===== src/rtl/alu_bist_pkg.sv =====
// alu_bist_pkg: FSM encoding, opcode width and MISR constants shared by the ALU BIST slice.
package alu_bist_pkg;
   localparam int OP_W = 4;
   localparam logic [31:0] MISR_SEED = 32'hFFFF_FFFF;
   localparam logic [31:0] MISR_TAPS = 32'h8020_0003;
   typedef enum logic [1:0] {IDLE, DRIVE, CAPTURE, DONE} state_t;
   function automatic logic [31:0] misr_step(input logic [31:0] sig, input logic [31:0] r,
                                             input logic [31:0] r2);
      return {sig[30:0], ^(sig & MISR_TAPS)} ^ r ^ {r2[15:0], r2[31:16]};
   endfunction
endpackage


===== src/rtl/alu_bist_misr.sv =====
// alu_bist_misr: 32-bit MISR folding ALU Result and half-swapped Result2 into a signature.
module alu_bist_misr
   import alu_bist_pkg::*;
(
   input  logic        clk,
   input  logic        rst,
   input  logic        load_i,
   input  logic        en_i,
   input  logic [31:0] data_i,
   input  logic [31:0] data2_i,
   output logic [31:0] sig_o
);
   logic [31:0] sig_q, sig_d;
   always_comb sig_d = load_i ? MISR_SEED : en_i ? misr_step(sig_q, data_i, data2_i) : sig_q;
   always_ff @(posedge clk or posedge rst) begin
      if (rst) sig_q <= '0;
      else     sig_q <= sig_d;
   end
   assign sig_o = sig_q;
endmodule


===== src/rtl/alu_bist.sv =====
// alu_bist: sweeps ALU opcodes over a latched operand pair, compressing results and collecting flags.
module alu_bist
   import alu_bist_pkg::*;
#(
   parameter int unsigned NUM_OPS = 16,
   parameter int unsigned SETTLE  = 1
) (
   input  logic            clk,
   input  logic            rst,
   input  logic            start,
   input  logic [31:0]     op_x,
   input  logic [31:0]     op_y,
   output logic [OP_W-1:0] alu_s,
   output logic [31:0]     alu_x,
   output logic [31:0]     alu_y,
   input  logic [31:0]     alu_result,
   input  logic [31:0]     alu_result2,
   input  logic            alu_equal,
   input  logic            alu_overflow,
   input  logic            alu_uof,
   output logic            busy,
   output logic            done,
   output logic [31:0]     signature,
   output logic [15:0]     eq_vec,
   output logic [15:0]     ovf_vec,
   output logic [15:0]     uof_vec
);
   localparam logic [OP_W-1:0] LAST_OP  = OP_W'(NUM_OPS - 1);
   localparam logic [3:0]      LAST_SET = 4'(SETTLE - 1);
   state_t          state_q, state_d;
   logic [OP_W-1:0] op_q, op_d;
   logic [3:0]      set_q, set_d;
   logic [31:0]     x_q, x_d, y_q, y_d;
   logic [15:0]     eq_q, eq_d, ovf_q, ovf_d, uof_q, uof_d;
   logic            accept, cap;
   always_comb begin
      state_d = state_q;
      op_d    = op_q;
      set_d   = set_q;
      x_d     = x_q;
      y_d     = y_q;
      eq_d    = eq_q;
      ovf_d   = ovf_q;
      uof_d   = uof_q;
      accept  = (state_q == IDLE) && start;
      cap     = (state_q == CAPTURE);
      case (state_q)
         IDLE: if (start) begin
            state_d = DRIVE;
            op_d    = '0;
            set_d   = '0;
            x_d     = op_x;
            y_d     = op_y;
            eq_d    = '0;
            ovf_d   = '0;
            uof_d   = '0;
         end
         DRIVE: begin
            set_d   = (set_q == LAST_SET) ? 4'd0 : set_q + 4'd1;
            state_d = (set_q == LAST_SET) ? CAPTURE : DRIVE;
         end
         CAPTURE: begin
            eq_d[op_q]  = alu_equal;
            ovf_d[op_q] = alu_overflow;
            uof_d[op_q] = alu_uof;
            // the counter parks on the last opcode so alu_s keeps showing it afterwards
            state_d     = (op_q == LAST_OP) ? DONE : DRIVE;
            op_d        = (op_q == LAST_OP) ? op_q : op_q + 1'b1;
         end
         default: state_d = IDLE;
      endcase
   end
   always_ff @(posedge clk or posedge rst) begin
      if (rst) begin
         state_q <= IDLE;
         op_q    <= '0;
         set_q   <= '0;
         x_q     <= '0;
         y_q     <= '0;
         eq_q    <= '0;
         ovf_q   <= '0;
         uof_q   <= '0;
      end else begin
         state_q <= state_d;
         op_q    <= op_d;
         set_q   <= set_d;
         x_q     <= x_d;
         y_q     <= y_d;
         eq_q    <= eq_d;
         ovf_q   <= ovf_d;
         uof_q   <= uof_d;
      end
   end
   alu_bist_misr u_misr (
      .clk    (clk),
      .rst    (rst),
      .load_i (accept),
      .en_i   (cap),
      .data_i (alu_result),
      .data2_i(alu_result2),
      .sig_o  (signature)
   );
   assign alu_s   = op_q;
   assign alu_x   = x_q;
   assign alu_y   = y_q;
   assign busy    = state_q != IDLE;
   assign done    = state_q == DONE;
   assign eq_vec  = eq_q;
   assign ovf_vec = ovf_q;
   assign uof_vec = uof_q;
endmodule

===== config.mk =====
export PLATFORM = sky130hd
export DESIGN_NAME = alu_bist
export DESIGN_NICKNAME = d
export VERILOG_FILES = /design/src/rtl/alu_bist_pkg.sv /design/src/rtl/alu_bist_misr.sv /design/src/rtl/alu_bist.sv
export SDC_FILE = /design/constraint.sdc
export NUM_CORES = 1
export LEC_CHECK = 0
export ABC_AREA = 1
export BUFFER_PORTS_ARGS = -buffer_cell sky130_fd_sc_hd__buf_2
export CAP_MARGIN = 20
export CORE_MARGIN = 2
export CORE_UTILIZATION = 48
export DETAILED_ROUTE_END_ITERATION = 7
export HOLD_SLACK_MARGIN = 0.08
export PLACE_DENSITY = 0.87
export SLEW_MARGIN = 40
export SYNTH_ARGS = -nofsm -noshare
export SYNTH_HDL_FRONTEND = slang
export SYNTH_SLANG_ARGS = --single-unit

===== constraint.sdc =====
create_clock -name clk -period 6.46 [get_ports clk]
set_input_delay 1.615 -clock clk [delete_from_list [all_inputs] [get_ports clk]]
set_output_delay 1.615 -clock clk [all_outputs]
set_load 0.03 [all_outputs]

==> impl_metrics.py <==
metrics = {
    "floorplanning": {
        "die_w_microns": 123,
        "dieArea_sq_mm": 0.0150,
        "core_region_area_sq_mm": 0.0138,
        "io_pins": 284,
        "die-height_microns": 123,
        "rows": 43,
        "start_util_pct": 48.9,
    },
    "synthesis": {
        "ys_seq_area_share_pct": 57.0,
        "synth_area_per_cell_sq_um": 9.06,
        "syn_nets": 886,
        "syn_area_sq_mm": 0.00676,
        "yosys_warnings": 0,
        "synthDistinctLibCells": 24,
        "synth_cells": 746,
        "synth_seq_cells": 154,
    },
    "grt": {
        "grt_max_degree": 78,
        "grt_pass1_vias": 5904,
        "grt_pass1_wl_microns": 28500,
        "overflow": 0,
        "antenna_found_initial": 1,
        "gr-usage-all-layers_pct": 24.5,
    },
    "critical_path": {
        "worst-path-stages": 3,
        "reg2reg_slack_ps": 3780,
        "rr_endpoint": "u_misr.sig_o[5]",
        "startpoint_type": "flop",
        "max_stage_delay_ps": 860,
        "slowest_stage": "dfrtp_1",
        "cp.buffers_inverters": 2,
        "path_max_fanout": 15,
        "path_delay_family": "flip-flops",
        "r2r_start": "state_q[1]",
        "reg2reg_depth": 6,
        "crit_required_ps": 4850,
        "crit_arrival_ps": 1860,
        "critical_path_class": "flop to output pin",
        "worstPathCellList": "inv_2 -> nand2_1 -> buf_2",
        "crit_path_end_kind": "output pin",
    },
    "detailed_routing": {
        "drt_wl_total_microns": 18400,
        "vias": 6136,
        "wire_per_inst_microns": 15.2,
        "drt-pass1-iter-count": 7,
        "antenna_left": 0,
        "initialDrtViolationCount": 459,
        "via_per_inst": 5.05,
        "drc_errors": 0,
    },
    "timing": {
        "rsz0062_at_grt": "no",
        "period_share_pct": 53.7,
        "worst_pin_slew_ps": 793,
        "max_freq_mhz": 288,
        "setup_viol": 0,
        "hold_slack_ps": 476,
        "post-route-min-period_ps": 3470,
        "finalHoldViolCount": 0,
        "drv_slew": 0,
        "fin_skew_ps": 10.1,
        "slew_headroom_pct": 47.1,
        "setup-tns-final_ps": 0,
    },
    "layout": {
        "layout_common_cells": "nand2_1, buf_2, dfrtp_1, inv_1, xnor2_1",
        "fill_cells": 1074,
        "fin_area_sq_mm": 0.00897,
        "drive_gt1_share_pct": 32.5,
        "syn2layout_area_growth_pct": 32.6,
        "nNetsFinal": 1163,
        "layout_commonest_cell": "nand2_1",
    },
    "placed_design": {
        "placed_area_sq_mm": 0.00831,
        "gp_congestion": 0.824,
        "io_buffers": 283,
        "dp_hpwl_microns": 12900,
    },
    "clock_tree": {
        "hold_buffers": 0,
        "cts_resized": 0,
        "htree_levels": 4,
        "clock_latency_ps": 420,
        "cts_setup_buffers": 0,
        "cts-root-buf": "clkbuf_16",
        "tritoncts": "yes",
        "clk_pin_slew_worst_paths_ps": 60,
        "clock-sinks": 154,
        "clock_path_buffers": 2,
        "numCtsBuffers": 17,
    },
    "run": {
        "maxCapViolations": 0,
    },
    "power_and_ir_drop": {
        "comb_power_share_pct": 45.5,
        "ir_drop_mv": 0.337,
        "p_switching_mw": 2.20,
        "p_int_mw": 2.64,
        "switching_share_pct": 45.5,
        "p_seq_share_pct": 32.6,
        "power.leakage_nw": 4.81,
        "total_power_mw": 4.83,
        "pwr-share-clk_pct": 21.9,
        "powerDensity_mw_per_mm2": 539,
    },
    "worst_hold_path": {
        "min_to": "alu_x[22]",
        "worstHoldStart": "alu_x[22]",
        "hold_path_depth": 2,
        "hold_class": "flop to flop",
    },
    "status": {
        "outcome": "finished clean",
    },
}
## synth_stat cells, drive strengths merged
master,count,area (sq um)
o22ai,33,206
buf,22,120
o21ai,37,185
nor2,9,57.6
dfrtp,154,3850
ha,6,75.1
a22oi,1,7.51
xnor2,51,447
inv,60,225
xor2,13,114
nor3,2,10.0
nand3,39,200
nand2,289,1080
a21oi,22,144
clkbuf,8,30.0
## how the worst max path moves through the flow
stage,startpoint,endpoint,slack (ps)
3_3_place_gp,start,eq_vec[12],2600
4_1_cts,state_q[1],busy,2990
6_report,state_q[1],busy,2990
5_1_grt,state_q[1],busy,2930
2_1_floorplan,rst,alu_s[0],700
3_5_place_dp,start,eq_vec[14],2900
## per-layer routing
layer | vias up | track usage (%) | share of wire, %
met5 | - | 0 | 0
met4 | 0 | 10.8 | 2.2
met1 | 2906 | 30.6 | 40
li1 | 2914 | - | -
met3 | 34 | 5.48 | 6.9
met2 | 282 | 40.8 | 51
## flip-flops by register name, summed over array words and instances (netlist names)
name          count
eq_vec           16
alu_x            32
state_q           2
u_misr.sig_o     32
set_q             4
alu_s             4
ovf_vec          16
alu_y            32
uof_vec          16
## power by group through the flow
stage / clock [mW] / sequential (mW) / combinational (mW)
global route: 1.12 / 1.61 / 2.40
floorplan: 0 / 2.15 / 0.958
CTS: 1.07 / 1.57 / 2.19
global placement: 0 / 1.57 / 2.11
detailed placement: 0 / 1.57 / 2.18
finish: 1.06 / 1.58 / 2.20
## cell families (layout without fill, tap and decap cells)
group                    count (synthesis)  after routing  share of synthesized area [%]
XOR/XNOR                                64             64                           8.29
adder cells (fa/ha/maj)                  6              6                           1.11
flip-flops                             154            154                           57.0
other                                    0              1                              0
buffers and inverters                   90            379                           5.55
AND/OR/NAND/NOR                        339            339                           20.0
AO/OA/AOI/OAI                           93             93                           8.03
## stage by stage
step,setup WS (ps),utilization (%),cells
after floorplan,695,-,746
after global placement,2600,59.9,1182
after detailed placement,2900,60.1,1183
after CTS,2990,64.6,1214
after global routing,2930,64.9,1216
final,2990,64.9,1216
## worst reg2reg max path: stages (launching register included)
cell and delay [ps]:
dfrtp_1 670, inv_2 330, nand3_4 440, inv_2 230, buf_4 600, a21oi_1 180, o21ai_0 130
## final cells by class
cell class | count | area [sq um] | area share [%]
Antenna cell | 1 | 2.50 | 0.0279
Clock buffer | 19 | 443 | 4.94
Clock inverter | 12 | 188 | 2.09
Inverter | 60 | 230 | 2.57
Multi-Input combinational cell | 502 | 2540 | 28.3
Sequential cell | 154 | 3850 | 43.0
Tap cell | 180 | 225 | 2.51
Timing Repair Buffer | 288 | 1490 | 16.6
No activity file was read; power rests on OpenSTA's default activity.
